## src/rtl/spi_master_mcs_pkg.sv

```systemverilog
// Shared types and helpers for the multi-slave SPI master.
package spi_master_mcs_pkg;

    typedef enum logic [2:0] {
        ST_IDLE  = 3'd0,
        ST_LEAD  = 3'd1,
        ST_RUN   = 3'd2,
        ST_TRAIL = 3'd3,
        ST_GAP   = 3'd4
    } state_t;

    // SPI modes packed as {cpol, cpha}
    localparam logic [1:0] MODE0 = 2'b00;
    localparam logic [1:0] MODE1 = 2'b01;
    localparam logic [1:0] MODE2 = 2'b10;
    localparam logic [1:0] MODE3 = 2'b11;

    // A zero or oversize frame length means a full-width frame
    function automatic int clamp_len(input int len, input int max_len);
        return (len == 0 || len > max_len) ? max_len : len;
    endfunction

endpackage

```

## src/rtl/spi_master_mcs_if.sv

```systemverilog
// Command/result bus plus SPI pins of the SPI master.
// The master modport is the engine's view; slave is the view of whoever drives it.
interface spi_master_mcs_if #(
    parameter int DATA_WIDTH = 32,
    parameter int NUM_CS     = 4
);
    localparam int LW  = $clog2(DATA_WIDTH) + 1;
    localparam int CSW = (NUM_CS > 1) ? $clog2(NUM_CS) : 1;

    logic                  start;
    logic                  ready;
    logic [CSW-1:0]        cs_sel;
    logic [LW-1:0]         len;
    logic                  cpol;
    logic                  cpha;
    logic                  lsb_first;
    logic [DATA_WIDTH-1:0] mosi_data;
    logic                  abort;
    logic [DATA_WIDTH-1:0] miso_data;
    logic                  valid;
    logic [2:0]            state;
    logic                  miso;
    logic                  mosi;
    logic                  spi_clk;
    logic [NUM_CS-1:0]     cs_n;

    modport master (
        input  start, cs_sel, len, cpol, cpha, lsb_first, mosi_data, abort, miso,
        output ready, miso_data, valid, state, mosi, spi_clk, cs_n
    );

    modport slave (
        output start, cs_sel, len, cpol, cpha, lsb_first, mosi_data, abort, miso,
        input  ready, miso_data, valid, state, mosi, spi_clk, cs_n
    );
endinterface

```

## src/rtl/spi_master_mcs_clk_gen.sv

```systemverilog
// SCLK generator: divider down-counter, edge counter and lead/trail edge strobes.
// Strobes fire on the same clk edge that toggles the SCLK register.
module spi_master_mcs_clk_gen #(
    parameter int CLK_DIV = 3,
    parameter int CW      = 6
) (
    input  logic          clk,
    input  logic          rst,
    input  logic          en,
    input  logic          load,
    input  logic          cpol,
    output logic          lead_stb,
    output logic          trail_stb,
    output logic [CW-1:0] edge_cnt,
    output logic          sclk
);
    localparam int DVW = (CLK_DIV > 1) ? $clog2(CLK_DIV) : 1;
    localparam logic [DVW-1:0] DIV_LOAD = DVW'(CLK_DIV - 1);

    logic [DVW-1:0] div_cnt;
    logic           stb;

    assign stb       = en && (div_cnt == '0);
    assign lead_stb  = stb && !edge_cnt[0];
    assign trail_stb = stb && edge_cnt[0];

    // Divider and edge counter idle at their start values outside RUN so the
    // first edge lands exactly CLK_DIV cycles after RUN entry
    always_ff @(posedge clk or posedge rst) begin
        if (rst) begin
            div_cnt  <= DIV_LOAD;
            edge_cnt <= '0;
            sclk     <= 1'b0;
        end else begin
            if (!en || load) begin
                div_cnt  <= DIV_LOAD;
                edge_cnt <= '0;
            end else if (stb) begin
                div_cnt  <= DIV_LOAD;
                edge_cnt <= edge_cnt + CW'(1);
            end else begin
                div_cnt  <= div_cnt - DVW'(1);
            end

            if (load)
                sclk <= cpol;
            else if (stb)
                sclk <= ~sclk;
        end
    end
endmodule

```

## src/rtl/spi_master_mcs.sv

```systemverilog
// Multi-slave SPI master: command FSM, shift registers and chip-select decode.
//
//  state | meaning
//  IDLE  | ready for a command, CS high
//  LEAD  | CS low, first bit presented, DELAY cycles before first SCLK edge
//  RUN   | 2*len SCLK edges, shifting out and sampling in
//  TRAIL | CS still low, DELAY cycles after the last SCLK edge
//  GAP   | CS high, DELAY cycles before the next command can be taken
module spi_master_mcs
    import spi_master_mcs_pkg::*;
#(
    parameter int DATA_WIDTH = 32,
    parameter int NUM_CS     = 4,
    parameter int CLK_DIV    = 3,
    parameter int DELAY      = 2
) (
    input logic              clk,
    input logic              rst,
    spi_master_mcs_if.master bus
);
    localparam int LW  = $clog2(DATA_WIDTH) + 1;
    localparam int IW  = (DATA_WIDTH > 1) ? $clog2(DATA_WIDTH) : 1;
    localparam int CSW = (NUM_CS > 1) ? $clog2(NUM_CS) : 1;
    localparam int TW  = $clog2(DELAY) + 1;
    localparam logic [TW-1:0] T_LOAD = TW'(DELAY - 1);

    state_t                state;
    logic [TW-1:0]         tmr;
    logic [LW-1:0]         len_q;
    logic                  cpol_q, cpha_q, lsb_q;
    logic [DATA_WIDTH-1:0] tx_q, rx_q, miso_data_q;
    logic [NUM_CS-1:0]     cs_n_q, cs_dec;
    logic                  mosi_q, valid_q;

    logic          lead_stb, trail_stb, sclk;
    logic [LW-1:0] edge_cnt, bit_num, drv_bit, len_in;
    logic [IW-1:0] smp_idx, drv_idx, first_idx;
    logic          accept, abort_now, tmr_tc, last_edge, smp_stb, drv_stb, first_bit;

    function automatic logic [LW-1:0] bit_pos(input logic [LW-1:0] b,
                                              input logic [LW-1:0] len,
                                              input logic          lsb);
        return lsb ? b : len - LW'(1) - b;
    endfunction

    assign accept    = (state == ST_IDLE) && bus.start;
    assign abort_now = bus.abort &&
                       (state == ST_LEAD || state == ST_RUN || state == ST_TRAIL);
    assign tmr_tc    = (tmr == '0);
    assign len_in    = LW'(clamp_len(int'(bus.len), DATA_WIDTH));
    assign first_idx = IW'(bus.lsb_first ? LW'(0) : len_in - LW'(1));
    assign first_bit = bus.mosi_data[first_idx];

    // Bit k of the frame occupies SCLK edges 2k (leading) and 2k+1 (trailing)
    assign bit_num   = edge_cnt >> 1;
    assign last_edge = trail_stb && (bit_num == len_q - LW'(1));
    assign smp_stb   = cpha_q ? trail_stb : lead_stb;
    assign drv_stb   = cpha_q ? lead_stb : (trail_stb && !last_edge);
    assign drv_bit   = cpha_q ? bit_num : bit_num + LW'(1);
    assign smp_idx   = IW'(bit_pos(bit_num, len_q, lsb_q));
    assign drv_idx   = IW'(bit_pos(drv_bit, len_q, lsb_q));

    // One-hot active-low select for the requested slave
    always_comb begin
        cs_dec = '1;
        for (int i = 0; i < NUM_CS; i++)
            if (NUM_CS == 1 || bus.cs_sel == CSW'(i))
                cs_dec[i] = 1'b0;
    end

    spi_master_mcs_clk_gen #(
        .CLK_DIV (CLK_DIV),
        .CW      (LW)
    ) u_clk_gen (
        .clk       (clk),
        .rst       (rst),
        .en        (state == ST_RUN),
        .load      (accept || abort_now),
        .cpol      (accept ? bus.cpol : cpol_q),
        .lead_stb  (lead_stb),
        .trail_stb (trail_stb),
        .edge_cnt  (edge_cnt),
        .sclk      (sclk)
    );

    // Frame sequencing with registered CS, MOSI and result outputs
    always_ff @(posedge clk or posedge rst) begin
        if (rst) begin
            state       <= ST_IDLE;
            tmr         <= '0;
            len_q       <= '0;
            cpol_q      <= 1'b0;
            cpha_q      <= 1'b0;
            lsb_q       <= 1'b0;
            tx_q        <= '0;
            rx_q        <= '0;
            cs_n_q      <= '1;
            mosi_q      <= 1'b0;
            valid_q     <= 1'b0;
            miso_data_q <= '0;
        end else begin
            valid_q <= 1'b0;
            if (abort_now) begin
                state  <= ST_GAP;
                tmr    <= T_LOAD;
                cs_n_q <= '1;
                mosi_q <= 1'b0;
            end else begin
                case (state)
                    ST_IDLE: if (bus.start) begin
                        state  <= ST_LEAD;
                        tmr    <= T_LOAD;
                        len_q  <= len_in;
                        cpol_q <= bus.cpol;
                        cpha_q <= bus.cpha;
                        lsb_q  <= bus.lsb_first;
                        tx_q   <= bus.mosi_data;
                        rx_q   <= '0;
                        cs_n_q <= cs_dec;
                        mosi_q <= first_bit;
                    end
                    ST_LEAD: begin
                        if (tmr_tc) state <= ST_RUN;
                        else        tmr   <= tmr - TW'(1);
                    end
                    ST_RUN: begin
                        if (smp_stb) rx_q[smp_idx] <= bus.miso;
                        if (drv_stb) mosi_q <= tx_q[drv_idx];
                        if (last_edge) begin
                            state <= ST_TRAIL;
                            tmr   <= T_LOAD;
                        end
                    end
                    ST_TRAIL: begin
                        if (tmr_tc) begin
                            state       <= ST_GAP;
                            tmr         <= T_LOAD;
                            cs_n_q      <= '1;
                            mosi_q      <= 1'b0;
                            valid_q     <= 1'b1;
                            miso_data_q <= rx_q;
                        end else begin
                            tmr <= tmr - TW'(1);
                        end
                    end
                    ST_GAP: begin
                        if (tmr_tc) state <= ST_IDLE;
                        else        tmr   <= tmr - TW'(1);
                    end
                    default: state <= ST_IDLE;
                endcase
            end
        end
    end

    assign bus.ready     = (state == ST_IDLE);
    assign bus.state     = state;
    assign bus.cs_n      = cs_n_q;
    assign bus.mosi      = mosi_q;
    assign bus.spi_clk   = sclk;
    assign bus.miso_data = miso_data_q;
    assign bus.valid     = valid_q;
endmodule

```

## src/flat_wrapper.sv

```systemverilog
// flat-port wrapper written by rule: the top's interface ports become plain ports
module spi_master_mcs_flat import spi_master_mcs_pkg::*;
#(
    parameter int DATA_WIDTH = 32,
    parameter int NUM_CS     = 4,
    parameter int CLK_DIV    = 3,
    parameter int DELAY      = 2
)
  (clk, rst, bus_start, bus_cs_sel, bus_len, bus_cpol, bus_cpha, bus_lsb_first, bus_mosi_data, bus_abort, bus_miso, bus_ready, bus_miso_data, bus_valid, bus_state, bus_mosi, bus_spi_clk, bus_cs_n);
  spi_master_mcs_if #(.DATA_WIDTH(DATA_WIDTH), .NUM_CS(NUM_CS)) bus_i ();
  input logic clk;
  input logic rst;
  input wire logic [$bits(bus_i.start)-1:0] bus_start;
  input wire logic [$bits(bus_i.cs_sel)-1:0] bus_cs_sel;
  input wire logic [$bits(bus_i.len)-1:0] bus_len;
  input wire logic [$bits(bus_i.cpol)-1:0] bus_cpol;
  input wire logic [$bits(bus_i.cpha)-1:0] bus_cpha;
  input wire logic [$bits(bus_i.lsb_first)-1:0] bus_lsb_first;
  input wire logic [$bits(bus_i.mosi_data)-1:0] bus_mosi_data;
  input wire logic [$bits(bus_i.abort)-1:0] bus_abort;
  input wire logic [$bits(bus_i.miso)-1:0] bus_miso;
  output wire logic [$bits(bus_i.ready)-1:0] bus_ready;
  output wire logic [$bits(bus_i.miso_data)-1:0] bus_miso_data;
  output wire logic [$bits(bus_i.valid)-1:0] bus_valid;
  output wire logic [$bits(bus_i.state)-1:0] bus_state;
  output wire logic [$bits(bus_i.mosi)-1:0] bus_mosi;
  output wire logic [$bits(bus_i.spi_clk)-1:0] bus_spi_clk;
  output wire logic [$bits(bus_i.cs_n)-1:0] bus_cs_n;
  assign bus_i.start = bus_start;
  assign bus_i.cs_sel = bus_cs_sel;
  assign bus_i.len = bus_len;
  assign bus_i.cpol = bus_cpol;
  assign bus_i.cpha = bus_cpha;
  assign bus_i.lsb_first = bus_lsb_first;
  assign bus_i.mosi_data = bus_mosi_data;
  assign bus_i.abort = bus_abort;
  assign bus_i.miso = bus_miso;
  assign bus_ready = bus_i.ready;
  assign bus_miso_data = bus_i.miso_data;
  assign bus_valid = bus_i.valid;
  assign bus_state = bus_i.state;
  assign bus_mosi = bus_i.mosi;
  assign bus_spi_clk = bus_i.spi_clk;
  assign bus_cs_n = bus_i.cs_n;
  spi_master_mcs #(.DATA_WIDTH(DATA_WIDTH), .NUM_CS(NUM_CS), .CLK_DIV(CLK_DIV), .DELAY(DELAY)) u_core (.clk(clk), .rst(rst), .bus(bus_i));
endmodule
```

## config.mk

```make
export PLATFORM = sky130hd
export DESIGN_NAME = spi_master_mcs_flat
export DESIGN_NICKNAME = d
export VERILOG_FILES = /design/src/rtl/spi_master_mcs_pkg.sv /design/src/rtl/spi_master_mcs_if.sv /design/src/rtl/spi_master_mcs_clk_gen.sv /design/src/rtl/spi_master_mcs.sv /design/src/flat_wrapper.sv
export SDC_FILE = /design/constraint.sdc
export NUM_CORES = 1
export LEC_CHECK = 0
export BUFFER_PORTS_ARGS = -buffer_cell sky130_fd_sc_hd__clkbuf_2
export CAP_MARGIN = 20
export CORE_MARGIN = 10
export CORE_UTILIZATION = 58
export DETAILED_ROUTE_END_ITERATION = 6
export GPL_ROUTABILITY_DRIVEN = 0
export PLACE_DENSITY = 0.88
export SETUP_SLACK_MARGIN = 0.15
export SKIP_LAST_GASP = 1
export SYNTH_ARGS = -nofsm -noshare
export SYNTH_HDL_FRONTEND = slang
export SYNTH_SLANG_ARGS = --single-unit
```

## constraint.sdc

```tcl
create_clock -name clk -period 4 [get_ports clk]
set_input_delay 0.4 -clock clk [delete_from_list [all_inputs] [get_ports clk]]
set_output_delay 0.4 -clock clk [all_outputs]
set_load 0.05 [all_outputs]
```

==> results.md, run 1 <==
- Outcome: finished with violations
- Violations in the final reports: hold timing
- Worst VDD drop: 0.000688 V
- Hold buffers post-CTS: 0
- Total cell area at the placement stage: 7540 µm²
- Multi-input gate area in the final layout: 3570 µm²
- Crit path kind: flip-flop to flip-flop
- Total GRT Usage: 21.9%
- Crit path buf inv count: 1
- Headroom to the max-slew limit: 27.9%
- NumNets Final: 800
- Asr flop ratio synth: 100%
- Area of the die: 16700 µm²
- DRT iter0 DRCs: 499
- Register cell area after layout: 3130 µm²
- Number of distinct standard cells referenced by the synthesized netlist: 67
- Count of vias placed by the detailed router: 5697
- Final HPWL from detailed placement: 12600 µm
- Post-route minimum period: 3.50 ns
- RSZ-0062 raised after global routing: false
- Top flip-flop cell by instance count after synthesis: sky130_fd_sc_hd__dfrtp_1
- Top delay family on crit path: compound AO/OA/AOI/OAI gates
- Hold Vio Cnt, Final: 28
- Commonest non-fill, non-tap cell in the layout: sky130_fd_sc_hd__dfrtp_1
- Mapped Cells: 639
- CTS clock-pin slew for the worst setup and hold paths: 0.06 ns
- Global route overflow: 0
- Critical-path cell list: inv_1, ha_1, xor2_1, ha_1, nor2b_1, o21ai_1, nor3b_1, o31a_1, o211ai_1, o311ai_0, o31ai_1
- Post-CTS resize count: 0
- Register bit count reported by yosys: 125
- Count of antenna-violating nets left after detailed routing: 0
- Power density over the cells: 806 nW/µm²
- CTS Buf Count: 17
- Highest clock rate: 286 MHz
- Post CTS Setup Buffer Count: 0
- Root buffer selected by CTS: sky130_fd_sc_hd__clkbuf_16
- Number of top-level design ports: 91
- Effective utilization at floorplan: 59.9%
- Avg Synthesized Cell Area: 10.8 µm²
- TritonCTS clock tree: done
- Highest fanout seen on the critical path: 8
- Static leakage: 3.86 nW
- Class of the worst hold path: input port to asynchronous set/reset pin
- Worst skew pair latency: 0.42 ns
- DRC violation count after routing: 0
- Number of max-slew violations in the final report: 0
- Summed area of non-filler cells in the final layout: 8220 µm²
- Area of the mapped netlist: 6920 µm²
- Final setup violating endpoints: 0
- Average via count per standard cell: 6.39
- Pin count of the biggest net entering global routing: 95
- # port buffers: 90
- Layout cells sized above 1: 30.9%
- Placeable core area: 11600 µm²
- Cell total after placement: 858
- Commonest cells after routing, fill and taps aside: 120 x sky130_fd_sc_hd__dfrtp_1, 90 x sky130_fd_sc_hd__clkbuf_2, 67 x sky130_fd_sc_hd__mux2_2, 53 x sky130_fd_sc_hd__nand2_1, 33 x sky130_fd_sc_hd__a22oi_1
- Vertical die dimension: 129 µm
- TritonCTS sink count: 125
- WP data arrival: 3.78 ns
- Total detailed-routing wirelength: 17700 µm
- Setup total negative slack: 0 ns
- Post-route fraction of the period consumed by the critical path: 87.4%
- Hold Worst Slack: -0.0194 ns
- Number of cells in the finished layout apart from fillers: 891
- Horiz. Die Dim: 129 µm
- Total inserted antenna cells: 0
- Syn. warnings: 0
- Cell type with the highest occurrence count on the critical path: sky130_fd_sc_hd__ha_1
- EDFF count, synth: 0
- Average wire per standard cell: 19.9 µm
- Maximum clock insertion buffer count: 2
- Slowest-stage cell, CP: sky130_fd_sc_hd__nor3b_1
- Number of nets in the synthesized netlist: 704
- Initial antenna violation count: 0
- Part of the Yosys area used for sequential elements: 45.3%
- Drt pass-1 iters: 5
- Kind of capture point of the worst setup path: flip-flop
- Required time of the critical path: 4.28 ns
- Clock H-tree levels: 4
- Clock skew after layout: 0.00667 ns
- Actual transition at the worst max-transition pin: 1.07 ns
- Number of rows created at floorplan: 39
- Number of fill cells: 764
- Delay of the slowest critical-path stage: 0.52 ns
- Critical Path Start Type: flip-flop
- Number of global-route vias before repair: 5991
- First-pass GRT wire length: 29600 µm
- Layout overhead on the synthesized area: 18.8%
- Number of max-cap violations: 0
-- cells in the mapped netlist (5+ instances only) --
cell,number,area [µm²]
sky130_fd_sc_hd__a31oi_1,6,37.5
sky130_fd_sc_hd__nor3_1,17,85.1
sky130_fd_sc_hd__o211ai_1,28,210
sky130_fd_sc_hd__xor2_1,8,70.1
sky130_fd_sc_hd__nand3_1,8,40.0
sky130_fd_sc_hd__o21ai_0,25,125
sky130_fd_sc_hd__dfrtp_1,120,3000
sky130_fd_sc_hd__nand2b_1,13,81.3
sky130_fd_sc_hd__a21oi_1,14,70.1
sky130_fd_sc_hd__inv_1,20,75.1
sky130_fd_sc_hd__nor4_1,5,31.3
sky130_fd_sc_hd__nand2_1,54,203
sky130_fd_sc_hd__a22oi_1,33,248
sky130_fd_sc_hd__xnor2_1,11,96.3
sky130_fd_sc_hd__clkbuf_1,18,67.6
sky130_fd_sc_hd__o31ai_1,8,60.1
sky130_fd_sc_hd__nor3b_1,6,45.0
sky130_fd_sc_hd__ha_1,15,188
sky130_fd_sc_hd__nand4_1,6,37.5
sky130_fd_sc_hd__mux2i_1,24,240
sky130_fd_sc_hd__buf_2,5,25.0
sky130_fd_sc_hd__mux2_2,67,754
sky130_fd_sc_hd__dfstp_2,5,131
sky130_fd_sc_hd__a22o_1,5,43.8
sky130_fd_sc_hd__nor2_1,25,93.8
sky130_fd_sc_hd__nor2b_1,10,62.6
-- sequential cells by signal, indices dropped and copies added (netlist names) --
register and flops:
u_core.bus.cs_n 4, u_core.lsb_q 1, u_core.bus.mosi 1, u_core.bus.miso_data 32, u_core.cpha_q 1, u_core.bus.valid 1
u_core.tmr 2, u_core.cpol_q 1, u_core.tx_q 32, u_core.bus.state 3, u_core.u_clk_gen.div_cnt 2, u_core.u_clk_gen.edge_cnt 6
u_core.u_clk_gen.sclk 1, u_core.rx_q 32, u_core.len_q 6
-- cell type report --
cell class              instances  share of cell area, %
repair buffers                108                   7.37
clock inverters                12                   2.24
multi-input cells             462                   43.4
inverters                      21                  0.989
clock buffers                  20                   5.68
well taps                     143                   2.18
flip-flops and latches        125                   38.1
-- power by group --
part	leakage, nW	switching [W]	internal (W)	total (W)
clock network	0.313	0.000575	0.00110	0.00167
registers	1.63	0.000231	0.00156	0.00179
logic	1.92	0.00197	0.00119	0.00316
total	3.86	0.00277	0.00385	0.00662
-- logic make-up after synthesis --
| family | after synthesis | synth area share (%) |
|---|---|---|
| muxes | 93 | 15.0 |
| DFF | 125 | 45.3 |
| xor gates and xnor gates | 21 | 2.96 |
| buffers and inverters | 52 | 3.24 |
| adders and majority gates | 17 | 3.29 |
| and+or+nand+nor | 164 | 12.3 |
| AOI/OAI and AO/OA | 167 | 17.9 |
-- worst paths after layout --
kind                                                    end  slack (ns)  cells after the start                         from
worst min-delay path               u_core.bus.miso_data[27]       -0.02                      2                          rst
max in group asynchronous                    u_core.rx_q[1]        2.95                      4                          rst
min in group clk                              u_core.cpha_q        0.22                      2                     bus_cpha
worst min register to register  u_core.u_clk_gen.div_cnt[0]        0.44                      1  u_core.u_clk_gen.div_cnt[0]
worst max-delay path                        u_core.rx_q[28]        0.50                     11              u_core.len_q[0]
worst max register to register              u_core.rx_q[28]        0.50                     11              u_core.len_q[0]
-- per-stage QoR --
stage	power [W]	worst slack, ns	util, %
after detailed placement	0.00487	0.542	65.2
final	0.00662	0.504	71.1
after global routing	0.00700	0.168	71.1
after floorplan	0.00415	0.281	-
after global placement	0.00471	0.724	65.2
after CTS	0.00659	0.507	70.9
-- worst reg2reg max path: cells and delay by family, from the launching register on --
| family | cells | cell delay [ns] |
|---|---|---|
| AOI/OAI and AO/OA | 5 | 1.46 |
| and+or+nand+nor | 2 | 0.67 |
| adders and majority gates | 2 | 0.50 |
| DFF | 1 | 0.42 |
| xor gates and xnor gates | 1 | 0.24 |
| buffers and inverters | 1 | 0.08 |
-- per-layer routing --
metal | vias up | part of all wire, % | track usage (%)
li1 | 2594 | - | -
met1 | 2806 | 38 | 25.0
met2 | 256 | 51 | 37.3
met3 | 41 | 7.7 | 6.36
met4 | 0 | 2.3 | 10.1
met5 | - | 0 | 0
Power figures use the tool's default switching activity.
==> run 2, diff against run 1 <==
ABC_AREA = 1   (was unset)
CORE_UTILIZATION = 59   (was 58)
PLACE_DENSITY = 0.89   (was 0.88)
==> run 2 against run 1 <==
The run now ends clean. Clock skew is essentially flat. Sequential power is essentially flat. Final cell count grew 40%. Synthesized cell count grew 56%. Critical path depth grew 1. First-iteration DRC count grew 75%. Critical path type unchanged. Largest power group unchanged.
==> results.md, run 2 <==
- Outcome: completed
- Drt pass-1 iters: 7
- Count of antenna-violating nets left after detailed routing: 0
- Power density over the cells: 854 nW/µm²
- Placeable core area: 12100 µm²
- Total GRT Usage: 21.2%
- Kind of capture point of the worst setup path: flip-flop
- Horiz. Die Dim: 132 µm
- Worst Hold Depth: 3
- Crit path kind: flip-flop to flip-flop
- Worst-case setup slack after placement: 1.14 ns
- Worst skew pair latency: 0.43 ns
- Syn. warnings: 0
- Ranking of synthesized cells by instance count: 449 x sky130_fd_sc_hd__nand2_1, 120 x sky130_fd_sc_hd__dfrtp_1, 113 x sky130_fd_sc_hd__nand3_1, 57 x sky130_fd_sc_hd__inv_1, 37 x sky130_fd_sc_hd__nand4_1
- Most frequent cell after synthesis: sky130_fd_sc_hd__nand2_1
- Highest clock rate: 343 MHz
- Average via count per standard cell: 5.53
- Post-route minimum period: 2.91 ns
- Top flip-flop cell by instance count after synthesis: sky130_fd_sc_hd__dfrtp_1
- Slowest-stage cell, CP: sky130_fd_sc_hd__inv_1
- Clock H-tree levels: 4
- Post-route fraction of the period consumed by the critical path: 72.9%
- Maximum clock insertion buffer count: 2
- RSZ-0062 raised after global routing: false
- Vertical die dimension: 132 µm
- Highest fanout seen on the critical path: 32
- WP data arrival: 3.23 ns
- Total detailed-routing wirelength: 18200 µm
- Post-CTS resize count: 0
- Number of max-slew violations in the final report: 0
- Mapped Cells: 995
- Setup total negative slack: 0 ns
- Count of vias placed by the detailed router: 6908
- Area of the die: 17400 µm²
- Number of top-level design ports: 91
- DRC violation count after routing: 0
- Smallest setup slack after layout: 1.09 ns
- Headroom to the max-slew limit: 37.6%
- Final HPWL from detailed placement: 12700 µm
- Actual transition at the worst max-transition pin: 0.935 ns
- Commonest cells after routing, fill and taps aside: 449 x sky130_fd_sc_hd__nand2_1, 120 x sky130_fd_sc_hd__dfrtp_1, 113 x sky130_fd_sc_hd__nand3_1, 90 x sky130_fd_sc_hd__clkbuf_2, 56 x sky130_fd_sc_hd__inv_1
- Final core occ: 69.5%
- Critical-path cell list: inv_1, ha_1, fa_1, xor2_1, nand2_1, o21ai_2, inv_1, nand3_1, nand2_1, nand2_1, nand2_1, nand2_1
- Largest area contributor in the netlist: sky130_fd_sc_hd__dfrtp_1
- Number of rows created at floorplan: 40
- Summed area of non-filler cells in the final layout: 8420 µm²
- Area of the mapped netlist: 7370 µm²
- Worst Reg-to-Reg Cells: 12
- Class of the worst hold path: input port to flip-flop
- Total cell area at the placement stage: 7820 µm²
- Effective utilization at floorplan: 60.9%
- Total inserted antenna cells: 0
- Delay of the slowest critical-path stage: 0.68 ns
- CTS Buf Count: 17
- Number of max-cap violations: 0
- Asr flop ratio synth: 100%
- Pin count of the biggest net entering global routing: 106
- Part of the Yosys area used for sequential elements: 42.5%
- Layout cells sized above 1: 16.7%
- Worst VDD drop: 0.000641 V
- Root buffer selected by CTS: sky130_fd_sc_hd__clkbuf_16
- Number of global-route vias before repair: 6654
- CTS clock-pin slew for the worst setup and hold paths: 0.05 ns
- TritonCTS sink count: 125
- Global route overflow: 0
- TritonCTS clock tree: done
- Clock skew after layout: 0.00636 ns
- Total power of the final layout: 0.00719 W
- Register bit count reported by yosys: 125
- Layout overhead on the synthesized area: 14.2%
- Final setup violating endpoints: 0
- Hold buffers post-CTS: 1
- Hold Vio Cnt, Final: 0
- Commonest non-fill, non-tap cell in the layout: sky130_fd_sc_hd__nand2_1
- Cells taking the most area after synthesis: sky130_fd_sc_hd__dfrtp_1 41%, sky130_fd_sc_hd__nand2_1 23%, sky130_fd_sc_hd__nand3_1 7.7%
- First-pass GRT wire length: 31300 µm
- Number of fill cells: 999
- Avg Synthesized Cell Area: 7.41 µm²
- Critical Path Start Type: flip-flop
- DRT iter0 DRCs: 873
- EDFF count, synth: 0
- Cell type with the highest occurrence count on the critical path: sky130_fd_sc_hd__nand2_1
- Initial antenna violation count: 0
- NumNets Final: 1133
- Top cell type's share of synthesized area: 40.7%
- Number of distinct standard cells referenced by the synthesized netlist: 47
- Average wire per standard cell: 14.5 µm
- Required time of the critical path: 4.31 ns
- Number of nets in the synthesized netlist: 1060
- Post CTS Setup Buffer Count: 0
- Static leakage: 4.41 nW
- # port buffers: 90
run 2: where the power goes:
part	internal [W]	total (W)	switching, W
Sequential	0.00155	0.00178	0.000236
Clock	0.000993	0.00154	0.000547
Combinational	0.00115	0.00387	0.00271
run 2: per-stage QoR:
step / hold slack (ns) / instances
global placement: 0.351 / 1216
detailed placement: 0.355 / 1216
finish: 0.191 / 1249
floorplan: 0.403 / 995
global route: 0.192 / 1249
CTS: 0.182 / 1249
run 2: path summary, 6_finish.rpt:
kind	from	end	slack, ns
max in group asynchronous	rst	u_core.bus.cs_n[0]	2.72
worst min-delay path	bus_mosi_data[6]	u_core.tx_q[6]	0.19
min in group asynchronous	rst	u_core.bus.miso_data[28]	0.46
worst max-delay path	u_core.len_q[0]	u_core.rx_q[12]	1.09
worst max register to register	u_core.len_q[0]	u_core.rx_q[12]	1.09
worst min register to register	u_core.u_clk_gen.div_cnt[0]	u_core.u_clk_gen.div_cnt[0]	0.43
run 2: cells by family (layout without fill, tap and decap cells):
| group | after synthesis | after routing | share of synthesized area, % |
|---|---|---|---|
| AND/OR/NAND/NOR | 669 | 669 | 40.2 |
| XOR/XNOR | 16 | 16 | 2.26 |
| buffers and inverters | 114 | 200 | 7.50 |
| adder cells (fa/ha/maj) | 17 | 17 | 3.09 |
| flip-flops | 125 | 125 | 42.5 |
| AO/OA/AOI/OAI | 54 | 54 | 4.45 |
run 2: critical path: cells and delay by family, from the launching register on:
family,cells,cell delay [ns]
adder cells (fa/ha/maj),2,0.86
buffers and inverters,2,0.76
AND/OR/NAND/NOR,6,0.51
flip-flops,1,0.43
XOR/XNOR,1,0.18
AO/OA/AOI/OAI,1,0.06
run 2: cell type report:
type                            instances  area [µm²]  share of cell area (%)
Tap cell                              168         210                    2.50
Clock buffer                           25         505                    6.00
Inverter                               68         258                    3.06
Timing Repair Buffer                  100         541                    6.42
Multi-Input combinational cell        756        3690                    43.8
Clock inverter                          7        85.1                    1.01
Sequential cell                       125        3130                    37.2
run 2: routing by layer:
| layer | GRT usage (%) | part of all wire [%] | vias up |
|---|---|---|---|
| li1 | - | - | 3354 |
| met1 | 26.7 | 43 | 3208 |
| met2 | 34.0 | 48 | 299 |
| met3 | 5.37 | 7.2 | 47 |
| met4 | 8.90 | 2.5 | 0 |
| met5 | 0 | 0 | - |
